### src/rtl/msx_clock_reset_gen.sv
// Lock-qualified reset sequencer and MSX bus clock divider, clocked by the PLL output.
// Holds downstream logic in reset until the PLL is stable and a number of bus clocks have run.
module msx_clock_reset_gen #(
  parameter int unsigned CLK_DIV            = 21,
  parameter int unsigned LOCK_STABLE_CYCLES = 4096,
  parameter int unsigned RESET_HOLD_CYCLES  = 256
) (
  input  logic clk_i,
  input  logic reset_i,
  input  logic pll_lock_i,
  output logic sys_reset_o,
  output logic ready_o,
  output logic clk_en_o,
  output logic msx_clk_o
);

  localparam int unsigned DIV_W = $clog2(CLK_DIV + 1);
  localparam int unsigned STB_W = $clog2(LOCK_STABLE_CYCLES + 1);
  localparam int unsigned HLD_W = $clog2(RESET_HOLD_CYCLES + 1);

  localparam logic [DIV_W-1:0] DIV_LAST = DIV_W'(CLK_DIV - 1);
  localparam logic [DIV_W-1:0] DIV_HALF = DIV_W'(CLK_DIV / 2);
  localparam logic [STB_W-1:0] STB_LAST = STB_W'(LOCK_STABLE_CYCLES - 1);
  localparam logic [HLD_W-1:0] HLD_LAST = HLD_W'(RESET_HOLD_CYCLES - 1);

  typedef enum logic [1:0] {
    WAIT_LOCK = 2'd0,
    STABLE    = 2'd1,
    HOLD      = 2'd2,
    RUN       = 2'd3
  } state_e;

  // sync_q[1] is the synchronized lock; pll_lock_i is asynchronous to clk_i
  logic [1:0]       sync_q;
  state_e           state_q, state_d;
  logic [STB_W-1:0] stable_q, stable_d;
  logic [DIV_W-1:0] div_q, div_d;
  logic [HLD_W-1:0] hold_q, hold_d;
  logic             clk_en_q, clk_en_d;
  logic             msx_clk_q, msx_clk_d;
  logic             sys_reset_q, sys_reset_d;
  logic             ready_q, ready_d;

  logic lock_s;
  logic abort;
  logic run_d;

  assign lock_s = sync_q[1];
  assign abort  = (state_q != WAIT_LOCK) && !lock_s;

  // State register and output registers
  always_ff @(posedge clk_i) begin
    if (reset_i) begin
      sync_q      <= 2'b00;
      state_q     <= WAIT_LOCK;
      stable_q    <= '0;
      div_q       <= '0;
      hold_q      <= '0;
      clk_en_q    <= 1'b0;
      msx_clk_q   <= 1'b0;
      sys_reset_q <= 1'b1;
      ready_q     <= 1'b0;
    end else begin
      sync_q      <= {sync_q[0], pll_lock_i};
      state_q     <= state_d;
      stable_q    <= stable_d;
      div_q       <= div_d;
      hold_q      <= hold_d;
      clk_en_q    <= clk_en_d;
      msx_clk_q   <= msx_clk_d;
      sys_reset_q <= sys_reset_d;
      ready_q     <= ready_d;
    end
  end

  // Next state and counters; lock loss overrides every transition
  always_comb begin
    state_d  = state_q;
    stable_d = stable_q;
    div_d    = div_q;
    hold_d   = hold_q;
    if (abort) begin
      state_d  = WAIT_LOCK;
      stable_d = '0;
      div_d    = '0;
      hold_d   = '0;
    end else begin
      case (state_q)
        WAIT_LOCK: begin
          stable_d = '0;
          div_d    = '0;
          hold_d   = '0;
          if (lock_s) state_d = STABLE;
        end
        STABLE: begin
          if (stable_q == STB_LAST) begin
            state_d = HOLD;
            div_d   = '0;
            hold_d  = '0;
          end else begin
            stable_d = stable_q + 1'b1;
          end
        end
        HOLD: begin
          div_d = (div_q == DIV_LAST) ? '0 : div_q + 1'b1;
          if (clk_en_q) begin
            hold_d = hold_q + 1'b1;
            if (hold_q == HLD_LAST) state_d = RUN;
          end
        end
        RUN: begin
          div_d = (div_q == DIV_LAST) ? '0 : div_q + 1'b1;
        end
        default: state_d = WAIT_LOCK;
      endcase
    end
  end

  // Outputs are registered from next-state so they line up with the state they describe
  always_comb begin
    run_d       = (state_d == HOLD) || (state_d == RUN);
    clk_en_d    = run_d && (div_q == DIV_LAST);
    msx_clk_d   = run_d && (div_d < DIV_HALF);
    sys_reset_d = (state_d != RUN);
    ready_d     = (state_d == RUN);
  end

  assign sys_reset_o = sys_reset_q;
  assign ready_o     = ready_q;
  assign clk_en_o    = clk_en_q;
  assign msx_clk_o   = msx_clk_q;

endmodule

### config.mk
export PLATFORM = sky130hd
export DESIGN_NAME = msx_clock_reset_gen
export DESIGN_NICKNAME = d
export VERILOG_FILES = /design/src/rtl/msx_clock_reset_gen.sv
export SDC_FILE = /design/constraint.sdc
export NUM_CORES = 1
export LEC_CHECK = 0
export ABC_AREA = 1
export CORE_MARGIN = 1
export CORE_UTILIZATION = 40
export DETAILED_ROUTE_END_ITERATION = 8
export HOLD_SLACK_MARGIN = 0.15
export PLACE_DENSITY = 0.53
export SYNTH_ARGS = -nofsm -noshare
export SYNTH_HDL_FRONTEND = slang
export SYNTH_SLANG_ARGS = --single-unit
### constraint.sdc
create_clock -name clk_i -period 2.73 [get_ports clk_i]
set_input_delay 0.546 -clock clk_i [delete_from_list [all_inputs] [get_ports clk_i]]
set_output_delay 0.546 -clock clk_i [all_outputs]
set_load 0.05 [all_outputs]
* Yosys cells after proc, flatten, opt, wreduce, memory -nomap -nowiden
Cells that the tools add are included.
** Storage, ports and cells
- Output and inout port bits :: 4
- Logic and storage cells :: 53
- Register bits :: 35
- Input bits :: 3
** Cells by class
- Order comparisons :: 1
- Eq/ne operators :: 12
- $add $sub $neg :: 3
- Reductions and logical operators :: 13
- Multiplexer cells :: 15
** Operators by type and width (number)
- $pmux W9 S3 :: 1
- $pmux W13 S2 :: 1
- $mux W9 :: 2
- $mux W5 :: 3
- $pmux W5 S3 :: 1
- $add A13 B1 Y13 const B :: 1
- $eq A13 B12 Y1 const B :: 1
- $mux W13 :: 1
- $mux W2 :: 5
- $add A9 B1 Y9 const B :: 1
- $eq A9 B8 Y1 const B :: 1
- $eq A2 B2 Y1 const B :: 4
- $ne A2 B2 Y1 const B :: 4
- $pmux W2 S3 :: 1
- $add A5 B1 Y5 const B :: 1
- $eq A5 B5 Y1 const B :: 1
- $lt A5 B4 Y1 const B :: 1
- $reduce_bool A2 Y1 :: 2
- $reduce_or A2 Y1 :: 2
- $logic_and A1 B1 Y1 :: 3
- $reduce_and A3 Y1 :: 1
- $reduce_bool A3 Y1 :: 1
- $eq A2 B1 Y1 const B :: 1
- $logic_not A2 Y1 :: 1
- other kinds (3) :: 3

* Longest topological paths before layout
Gate-level depths: netlist of the first run.
- Depth after elaboration :: 8
- Gate-level depth with buffers :: 11
- Depth with buffers taken out :: 11

* Least setup slack after synthesis of the first run
OpenSTA, ideal clock, no wires.
- Path type :: reg-to-reg
- Start :: register hold_q[0]
- End :: register hold_q[8]
- Path slack :: 1.229 ns
- Clock period less this slack :: 1.501 ns
- Arrival time :: 1.435 ns
- Buffers on the path :: 0
- Stages on the path, launching flop included :: 10
- Required time :: 2.664 ns
- Library setup time :: 0.066 ns
- Path through :: dfxtp_1 ha_1 nand2_1 inv_1 nand3_1 nor3_1 ha_1 nor2_1 nand3_1 a21oi_2
** Between the ends
- Cells in the longest elaborated chain, start to end :: 3
** Ends and longest elaborated chain
- start: declaration :: RTL line 38 : logic [HLD_W-1:0] hold_q, hold_d;
- start signal: assignment :: RTL line 68 : hold_q <= hold_d;
- $add A9 B1 Y9 :: RTL line 107 : hold_d = hold_q + 1'b1;
- $mux W9 :: RTL line 106 : if (clk_en_q) begin
- $pmux W9 S3 :: RTL line 88 : case (state_q)
No other way between the ends. The select of a mux whose other input is x is not followed.
A chain may end at the register's enable or synchronous reset.

* Worst setup path in the final report of the first run
- Start :: register clk_en_q, in the netlist clk_en_o
- End :: output clk_en_o
** RTL lines
- start: declaration :: RTL line 39 : logic clk_en_q, clk_en_d;
- start signal: assignment :: RTL line 69 : clk_en_q <= clk_en_d;
- end: declaration :: RTL line 13 : output logic clk_en_o,
No word-level cell between the ends.

==> impl_summary.log, run 1 <==
INFO  metric max_cap_violations = 0
INFO  metric ys_dominant_reg_cell = dfxtp_1
INFO  metric ys_seq_elements = 35
INFO  metric grt_overflow_total = 0
INFO  metric setup-violations-final = 0
INFO  metric post-route-drc-count = 0
INFO  metric part_of_the_yosys_area_used_for_sequential_elements = 0.349
INFO  metric timing.final.crit_period = 2.03 ns
INFO  metric yosys-top-cells-area = dfxtp_1 35%, nand2_1 9.0%, nand3_1 6.7%, nor2_1 6.0%, inv_1 4.9%
INFO  metric r2r_cells = 10
INFO  metric cts_setup_buffers = 0
INFO  metric cts_tree = yes
INFO  metric wirelength_routed = 3910 um
INFO  metric detailedRoute.firstIterationViolations = 65
INFO  metric ys_warn_count = 0
INFO  metric critical_path_capture_point_type = output pin
INFO  metric netlist.area_leader.share = 0.349
INFO  metric synth_async_sr_flop_share = 0
INFO  metric clock_buffer_count_from_cts = 5
INFO  metric timing.critical_path.from = clk_en_o
INFO  metric max_clock_freq = 0.492 GHz
INFO  metric power_density = 703 nW/um^2
INFO  metric crit_slowest_cell = clkdlybuf4s50_1
INFO  metric final_net_count = 282
INFO  metric cp_bufs_invs = 1
INFO  metric grt_start_max_net_pins = 17
INFO  metric worst_r2r_startpoint = stable_q[0]
INFO  metric finalHoldViolCount = 0
INFO  metric drive_above_1_share = 0.204
INFO  metric critPathArrivalTime = 1.49 ns
INFO  metric cp.depth = 1
INFO  metric worst_skew_pair.late_latency = 0.29 ns
INFO  metric worst_slack = 0.696 ns
INFO  metric floorplan.initialDensity = 0.420
INFO  metric worst-setup-path-type = reg -> out
INFO  metric synthDominantAreaCellType = dfxtp_1
INFO  metric cts-htree-levels = 2
INFO  metric synth_fp_nets = 272
INFO  metric hold-worst-slack = 0.411 ns
INFO  metric timing.critical_path.slowest_cell_delay = 0.82 ns
INFO  metric cts_hold_buf = 0
INFO  metric synth_enable_flop_cells = 0
INFO  metric yosysMostFrequentCell = nand2_1
INFO  metric setup.worst_path.end = clk_en_o
INFO  metric grt.total_usage = 0.172
INFO  metric netlist_area = 2010 sq um
INFO  metric dpl.hpwl = 2870 um
INFO  metric area_growth_syn_to_layout = 10.5%
INFO  metric synth.avg_cell_area = 7.61 sq um
INFO  metric postSynthCellCount = 264
INFO  metric ant_nets = 0
INFO  metric worst_slew_pin_slew = 0.496 ns
INFO  metric cts-root-to-sink-buffers = 2
INFO  metric final_max_slew_viol_count = 0
INFO  metric post-route-period-util = 0.745
INFO  metric r2r_setup_slack = 0.98 ns
INFO  metric worst_path_dominant_cell_family = buffers and inverters
INFO  metric yosysUniqueCellTypes = 37
INFO  metric drt_first_pass_iters = 5
INFO  metric dieWidth = 72.9 um
INFO  metric hold_path_class = reg -> reg
INFO  metric critPathRequiredTime = 2.18 ns
INFO  metric design.portCount = 7
INFO  metric startpoint_type = register
INFO  metric worst_slew_margin_rel = 0.668
INFO  metric fin_tns_setup = 0 ns
INFO  metric crit_chain = clkdlybuf4s50_1
INFO  metric diodes = 0
INFO  metric die_h = 72.9 um
INFO  metric crit_fanout = 3
INFO  metric first_global_vias = 1,515
INFO  metric clkSinkCount = 35
INFO  metric grt_pass1_wl = 6880 um
INFO  metric cts_root_buffer = clkbuf_8
INFO  metric ir_drop = 0.337 mV
INFO  metric run_status = complete, no violations
INFO  metric cts.reportedPaths.clkPinSlew = 0.07 ns
INFO  metric r2r_end = stable_q[11]
INFO  metric detail_route.wl_per_cell = 11.4 um
INFO  metric die_area = 5310 sq um
INFO  metric skew = 0.00464 ns
INFO  metric finalWeightedCongestion = 0.792
INFO  metric cellLeakagePower = 0.842 nW
INFO  metric placement.setup.worst_slack = 0.741 ns
INFO  metric num_vias = 1,613
INFO  metric drt-vias-per-instance = 4.72
INFO  metric postCtsResizedCells = 0
INFO  metric number_of_antenna_violations_at_the_first_check_in_global_routing = 0
INFO  metric synth_commonest_cells = 48 x nand2_1, 35 x dfxtp_1, 32 x nor2_1
INFO  metric fillers = 511
INFO  metric setup_repair_after_global_routing_missed_its_margin = no
INFO  metric rows = 25
INFO  metric coreArea = 4790 sq um
INFO  metric io_buffer_count = 6
flip-flops by register name (all words and copies together) (netlist names), 2 cells and up:
name and cells:
stable_q 13, hold_q 9, div_q 5, state_q 2
sync_q 2
power breakdown:
part / total (mW) / internal [mW] / switching (mW)
clock: 0.407 / 0.230 / 0.177
combinational: 0.568 / 0.153 / 0.415
sequential: 0.586 / 0.544 / 0.0419
total: 1.56 / 0.927 / 0.634
placed cells by master, fill, tap and decap left out, types with 2 or more instances in the layout:
cell type	instances
nand2_1	48
dfxtp_1	35
nor2_1	32
nand3_1	27
inv_1	26
nand2_2	12
a21oi_1	12
a21oi_2	9
clkbuf_8	7
clkdlybuf4s50_1	6
nor3_1	5
inv_2	5
xor2_1	5
ha_1	5
nor2_2	4
nand2_4	4
o21ai_0	4
nand4_1	4
nand2_8	3
nor2_4	2
nand3b_1	2
tightest hold or removal path: stages (launching register included):
cell and delay, ns:
dfxtp_1 0.30, inv_1 0.04, nor2_1 0.03
logic make-up (layout without fill, tap and decap cells):
logic type | after synthesis | count (layout) | share of synthesized area
simple gates | 150 | 150 | 0.398
flops | 35 | 35 | 0.349
buf+inv | 36 | 47 | 0.0828
fa+ha+maj | 5 | 5 | 0.0311
xor+xnor | 5 | 5 | 0.0218
compound gates | 33 | 33 | 0.118
metrics by stage:
stage / util / instance area, sq um / total power, mW / std cells
6_report: 0.464 / 2220 / 1.56 / 342
5_1_grt: 0.464 / 2220 / 1.67 / 342
4_1_cts: 0.464 / 2220 / 1.59 / 342
3_5_place_dp: 0.443 / 2120 / 1.17 / 334
3_3_place_gp: 0.443 / 2120 / 1.17 / 334
2_1_floorplan: - / 2010 / 1.07 / 264
worst min-delay path by stage:
stage | start | endpoint | cells past startpoint
floorplan | sync_q[0] | sync_q[1] | 2
global placement | sync_q[0] | sync_q[1] | 2
detailed placement | sync_q[0] | sync_q[1] | 2
CTS | sync_q[0] | sync_q[1] | 2
global route | sync_q[0] | sync_q[1] | 2
finish | sync_q[0] | sync_q[1] | 2
cell type report:
cell class                 count  area [sq um]  area share
sequential                    35           701       0.316
clock buffer                   8           100      0.0451
tap                           67          83.8      0.0378
multi-input combinational    193          1140       0.515
timing repair buffer           7          67.6      0.0304
inverter                      32           125      0.0564
per-layer routing:
metal  global-route usage  up-vias  wire (um)
met5                    0        -          0
met4               0.0588        0         51
met2                0.265       17       1740
met1                0.235      705       2030
li1                     -      886          -
met3               0.0414        5         92
(Power assumes the default switching activity.)
==> run 2, diff against run 1 <==
- PLACE_DENSITY: 0.53 -> 0.55
- clock period: 2.73 -> 1.7 ns (I/O delays scaled with it)
==> impl_summary.log, run 2 (synthesized netlist as in run 1, its figures left out) <==
INFO  metric fin_tns_setup = 0 ns (unchanged)
INFO  metric power_density = 1090 nW/um^2 (+55%)
INFO  metric critPathArrivalTime = 1.77 ns (+0.28 ns)
INFO  metric finalHoldViolCount = 0 (unchanged)
INFO  metric max_cap_violations = 0 (unchanged)
INFO  metric dpl.hpwl = 3020 um (+5.3%)
INFO  metric io_buffer_count = 6 (unchanged)
INFO  metric setup-violations-final = 0 (unchanged)
INFO  metric design.portCount = 7 (unchanged)
INFO  metric hold_path_class = reg -> reg
INFO  metric cts_root_buffer = clkbuf_8
INFO  metric worst_slew_margin_rel = 0.670 (+0.00197)
INFO  metric dieWidth = 72.9 um (unchanged)
INFO  metric seqCellArea = 703 sq um (+0.36%)
INFO  metric grt_start_max_net_pins = 11 (-6)
INFO  metric final_net_count = 294 (+4.3%)
INFO  metric commonest_non_fill_non_tap_cells_in_the_layout = 48 x nand2_1, 33 x dfxtp_1, 32 x nor2_1, 27 x nand3_1, 26 x inv_1
INFO  metric detail_route.wl_per_cell = 11.4 um (-0.21%)
INFO  metric drive_above_1_share = 0.256 (+0.0525)
INFO  metric grt.total_usage = 0.169 (-0.00308)
INFO  metric power = 2.51 mW (+61%)
INFO  metric ant_nets = 0 (unchanged)
INFO  metric clock_buffer_count_from_cts = 5 (unchanged)
INFO  metric startpoint_type = register
INFO  metric final_max_slew_viol_count = 0 (unchanged)
INFO  metric multi_input_comb_area = 1170 sq um (+2.2%)
INFO  metric run_status = complete, no violations
INFO  metric worst_slack = 0.109 ns (-0.587 ns)
INFO  metric die_h = 72.9 um (unchanged)
INFO  metric cts-htree-levels = 2 (unchanged)
INFO  metric largest_register_ff_count = 13 (unchanged)
INFO  metric worst_skew_pair.late_latency = 0.28 ns (about the same)
INFO  metric floorplan.initialDensity = 0.420 (unchanged)
INFO  metric regMostFlops = stable_q
INFO  metric wirelength_routed = 4020 um (+2.7%)
INFO  metric most_frequent_standard_cell_in_the_layout_excluding_fill_and_tap_cells = nand2_1
INFO  metric grt_pass1_wl = 6940 um (+0.90%)
INFO  metric finalWeightedCongestion = 0.778 (-1.7%)
INFO  metric diodes = 0 (unchanged)
INFO  metric cts-root-to-sink-buffers = 2 (unchanged)
INFO  metric placement.setup.worst_slack = 0.00473 ns (-0.736 ns)
INFO  metric rows = 25 (unchanged)
INFO  metric cts_tree = yes
INFO  metric post-route-drc-count = 0 (unchanged)
INFO  metric die_area = 5310 sq um (unchanged)
INFO  metric detailedRoute.firstIterationViolations = 67 (+3.1%)
INFO  metric post-route-period-util = 0.936
INFO  metric num_vias = 1,660 (+2.9%)
INFO  metric ir_drop = 0.562 mV (+67%)
INFO  metric worst-setup-path-type = reg -> reg
INFO  metric worst_slew_pin_slew = 0.494 ns (-0.00141 ns)
INFO  metric grt_overflow_total = 0 (unchanged)
INFO  metric skew = 0.00758 ns (+0.00294 ns)
INFO  metric critical_path_capture_point_type = register
INFO  metric fillers = 492 (-3.7%)
INFO  metric r2r_setup_slack = 0.11 ns (-0.87 ns)
INFO  metric setup_repair_after_global_routing_missed_its_margin = no
INFO  metric cellLeakagePower = 0.893 nW (+6.1%)
INFO  metric area_growth_syn_to_layout = 14.4%
INFO  metric first_global_vias = 1,624 (+7.2%)
INFO  metric drt_first_pass_iters = 4 (-1)
INFO  metric coreArea = 4790 sq um (unchanged)
INFO  metric cts_hold_buf = 0 (unchanged)
INFO  metric timing.final.crit_period = 1.59 ns
INFO  metric number_of_antenna_violations_at_the_first_check_in_global_routing = 0 (unchanged)
INFO  metric cts.reportedPaths.clkPinSlew = 0.06 ns (about the same)
INFO  metric clkSinkCount = 35 (unchanged)
INFO  metric drt-vias-per-instance = 4.72 (about the same)
INFO  metric crit_fanout = 9 (+6)
INFO  metric layout_top_registers = stable_q x13, hold_q x9, div_q x5
INFO  metric critPathRequiredTime = 1.88 ns (-0.30 ns)
INFO  metric max_clock_freq = 0.629 GHz
-- run 2: cell count changes in the layout (fill, tap and decap cells not counted), moves of 2 or more --
cell / delta
clkbuf_8: -2
dfxtp_2: +2
buf_4: +16
clkdlybuf4s50_1: -4
dfxtp_1: -2
-- run 2: worst paths after layout --
check	from	end	cells after the start
worst min-delay path	sync_q[0]	sync_q[1]	2
worst max-delay path	state_q[1]	stable_q[3]	7
worst max register to register	state_q[1]	stable_q[3]	7
worst min register to register	sync_q[0]	sync_q[1]	2
-- run 2: worst max-delay path: stages, from the launching register on --
cell and delay [ns]:
dfxtp_1 0.53, nor2_2 0.15, nor2_2 0.15, nor2_2 0.06, inv_2 0.15, buf_4 0.23, a21oi_1 0.06, and2_1 0.15
-- run 2: area by class of cell --
type | instances | area share
Timing Repair Buffer | 19 | 0.0642
Tap cell | 67 | 0.0365
Multi-Input combinational cell | 193 | 0.508
Inverter | 32 | 0.0544
Sequential cell | 35 | 0.306
Clock buffer | 6 | 0.0316
-- run 2: per-layer routing --
layer,global-route usage,part of all wire,vias to the layer above
met4,0.0588,0.013,0
met2,0.292,0.47,15
met5,0,0,-
met1,0.209,0.50,739
met3,0.0331,0.022,7
li1,-,-,899
-- run 2: timing repair --
| action | 4_1_cts | 5_1_grt |
|---|---|---|
| gates resized for setup | 1 | 5 |
| setup buffers | 0 | 0 |
| endpoints found under the setup margin | 1 | 23 |
-- run 2: report_power, final --
part           leakage [nW]  internal [mW]  switching, mW
combinational         0.573          0.321          0.698
sequential            0.284          0.876         0.0649
clock                0.0371          0.273          0.276
-- run 2: metrics by stage --
| stage | std cells | utilization | hold slack [ns] | area, sq um |
|---|---|---|---|---|
| floorplan | 264 | - | 0.388 | 2010 |
| global placement | 346 | 0.460 | 0.393 | 2200 |
| detailed placement | 346 | 0.460 | 0.405 | 2200 |
| CTS | 352 | 0.476 | 0.414 | 2280 |
| global route | 352 | 0.481 | 0.430 | 2300 |
| finish | 352 | 0.481 | 0.410 | 2300 |
==> run 3, diff against run 2 <==
- DONT_BUFFER_PORTS: default -> 1
- PLACE_DENSITY: 0.55 -> 0.53
- TNS_END_PERCENT: default -> 10
==> impl_summary.log, run 3 (synthesized netlist as in run 1, its figures left out) <==
INFO  metric drt_first_pass_iters = 7 (+3)
INFO  metric clkSinkCount = 35 (unchanged)
INFO  metric io_buffer_count = 0 (-6)
INFO  metric floorplan.initialDensity = 0.420 (unchanged)
INFO  metric most_frequent_standard_cell_in_the_layout_excluding_fill_and_tap_cells = nand2_1
INFO  metric skew = 0.00583 ns (-0.00175 ns)
INFO  metric design.portCount = 7 (unchanged)
INFO  metric detailedRoute.firstIterationViolations = 63 (-6.0%)
INFO  metric worst-setup-path-type = reg -> reg
INFO  metric critPathRequiredTime = 1.94 ns (+0.06 ns)
INFO  metric switching_share = 0.425 (+0.0113)
INFO  metric r2r_setup_slack = 0.12 ns (about the same)
INFO  metric drive_above_1_share = 0.256 (about the same)
INFO  metric max_cap_violations = 0 (unchanged)
INFO  metric cts.reportedPaths.clkPinSlew = 0.08 ns (+0.02 ns)
INFO  metric dieWidth = 72.9 um (unchanged)
INFO  metric grt_start_max_net_pins = 14 (+3)
INFO  metric hold_path_class = in -> reg
INFO  metric cts_root_buffer = clkbuf_8
INFO  metric p_switching = 1.08 mW (+4.3%)
INFO  metric regMostFlops = stable_q
INFO  metric min_delay_worst_endpoint = div_q[0]
INFO  metric final-instance-count-excl-fill = 348 (-1.1%)
INFO  metric worst_slew_margin_rel = 0.672 (+0.00184)
INFO  metric number_of_antenna_violations_at_the_first_check_in_global_routing = 0 (unchanged)
INFO  metric placed_cell_area = 2130 sq um (-3.0%)
INFO  metric grt_overflow_total = 0 (unchanged)
INFO  metric ir_drop = 0.656 mV (+17%)
INFO  metric area_growth_syn_to_layout = 13.3%
INFO  metric critPathArrivalTime = 1.82 ns (+0.05 ns)
INFO  metric power.share.clock = 0.249 (+0.030)
INFO  metric worst_r2r_startpoint = hold_q[0]
INFO  metric cts-root-to-sink-buffers = 2 (unchanged)
INFO  metric final_max_slew_viol_count = 0 (unchanged)
INFO  metric top_layer = met4
INFO  metric r2r_end = hold_q[8]
INFO  metric wirelength_routed = 4110 um (+2.3%)
INFO  metric die_area = 5310 sq um (unchanged)
INFO  metric whs_path_depth = 3 (+1)
INFO  metric ant_nets = 0 (unchanged)
INFO  metric cellLeakagePower = 0.869 nW (-2.7%)
INFO  metric detail_route.wl_per_cell = 11.8 um (+3.4%)
INFO  metric clock_buffer_count_from_cts = 5 (unchanged)
INFO  metric rows = 25 (unchanged)
INFO  metric placement.setup.worst_slack = 0.0444 ns (+0.0397 ns)
INFO  metric run_status = complete, no violations
INFO  metric worst_skew_pair.late_latency = 0.30 ns (+0.02 ns)
INFO  metric worst_slack = 0.119 ns (+0.00963 ns)
INFO  metric combinationalPowerShare = 0.368 (-0.038)
INFO  metric post-route-period-util = 0.930 (-0.00566)
INFO  metric max_clock_freq = 0.632 GHz (+0.61%)
INFO  metric timing.critical_path.from = hold_q[0]
INFO  metric postLayoutCoreUtil = 0.476 (-0.00497)
INFO  metric timing.final.crit_period = 1.58 ns (-0.00963 ns)
INFO  metric die_h = 72.9 um (unchanged)
INFO  metric placed_cells_incl_taps = 338 (-2.3%)
INFO  metric final_design_area_excluding_fillers = 2280 sq um (-1.0%)
INFO  metric worst_slew_pin_slew = 0.492 ns (-0.00276 ns)
INFO  metric detailroute.wirelength.met3 = 92 um (+4.5%)
INFO  metric critical_path_capture_point_type = register
INFO  metric finalHoldViolCount = 0 (unchanged)
INFO  metric holdCritStartpoint = reset_i
INFO  metric dpl.hpwl = 2970 um (-1.6%)
INFO  metric drt-vias-per-instance = 4.74 (+0.54%)
INFO  metric grt.total_usage = 0.183 (+0.0144)
INFO  metric crit_fanout = 4 (-5)
INFO  metric diodes = 0 (unchanged)
INFO  metric power_density = 1120 nW/um^2 (+2.6%)
INFO  metric largest_register_ff_count = 13 (unchanged)
INFO  metric num_vias = 1,650 (-0.60%)
INFO  metric cts_tree = yes
INFO  metric coreArea = 4790 sq um (unchanged)
INFO  metric share_seq_of_total_power = 0.383 (+0.008)
INFO  metric cts-htree-levels = 2 (unchanged)
INFO  metric post-route-drc-count = 0 (unchanged)
INFO  metric r2r_cells = 9 (+2)
INFO  metric grt_pass1_wl = 7410 um (+6.8%)
INFO  metric layout_top_registers = stable_q x13, hold_q x9, div_q x5
INFO  metric cts_setup_buffers = 0 (unchanged)
INFO  metric final_net_count = 288 (-2.0%)
INFO  metric first_global_vias = 1,635 (+0.68%)
INFO  metric route.layer.met1.wl = 2070 um (+3.8%)
INFO  metric startpoint_type = register
INFO  metric cell_internal_pwr = 1.46 mW (-0.46%)
INFO  metric met2_length = 1880 um (about the same)
INFO  metric commonest_non_fill_non_tap_cells_in_the_layout = 48 x nand2_1, 32 x nor2_1, 32 x dfxtp_1, 27 x nand3_1, 26 x inv_1
INFO  metric finalWeightedCongestion = 0.783 (+0.58%)
INFO  metric setup-violations-final = 0 (unchanged)
[run 3: final cells by class]
type	count	area (sq um)
clock buffers	5	68.8
repair buffers	13	103
clock inverters	3	23.8
well taps	67	83.8
multi-input cells	193	1170
flip-flops and latches	35	704
fillers	503	2510
inverters	32	125
[run 3: stage by stage]
| step | power (mW) | hold WS, ns | setup TNS (ns) |
|---|---|---|---|
| finish | 2.55 | 0.221 | 0 |
| global route | 2.72 | 0.226 | -0.00223 |
| CTS | 2.57 | 0.215 | 0 |
| detailed placement | 1.94 | 0.401 | 0 |
| global placement | 1.93 | 0.392 | 0 |
| floorplan | 1.72 | 0.388 | 0 |
[run 3: worst max-delay path: stages (launching register included)]
cell and delay (ns):
dfxtp_2 0.37, ha_1 0.17, nand2_1 0.07, inv_1 0.07, nand3_1 0.11, nor3_2 0.14, ha_1 0.25, nor2_1 0.10
nand3_1 0.10, a21oi_2 0.15
[run 3: repair_timing]
item,4_1_cts,5_1_grt
hold endpoints to repair,4,0
hold buffers,2,0
gates resized for setup,0,7
endpoints found under the setup margin,0,21
[run 3: power by group through the flow]
stage	combinational, mW	sequential (mW)	clock, mW
final	0.937	0.975	0.635
after global routing	1.05	0.981	0.691
after CTS	0.956	0.970	0.647
after detailed placement	0.949	0.990	0
after global placement	0.940	0.993	0
after floorplan	0.725	0.994	0
[run 3: how the worst max path moves through the flow]
stage                     cells after the start  slack (ns)           end
after floorplan                               9        0.20     hold_q[8]
after global placement                        9        0.06     hold_q[8]
after detailed placement                     10        0.04  stable_q[11]
after CTS                                    10        0.02  stable_q[11]
after global routing                          9      -0.002     hold_q[8]
final                                         9        0.12     hold_q[8]
[run 3: per-layer routing]
| layer | GRT usage | vias up |
|---|---|---|
| li1 | - | 892 |
| met1 | 0.235 | 739 |
| met2 | 0.299 | 12 |
| met3 | 0.0442 | 7 |
| met4 | 0.0675 | 0 |
| met5 | 0 | - |
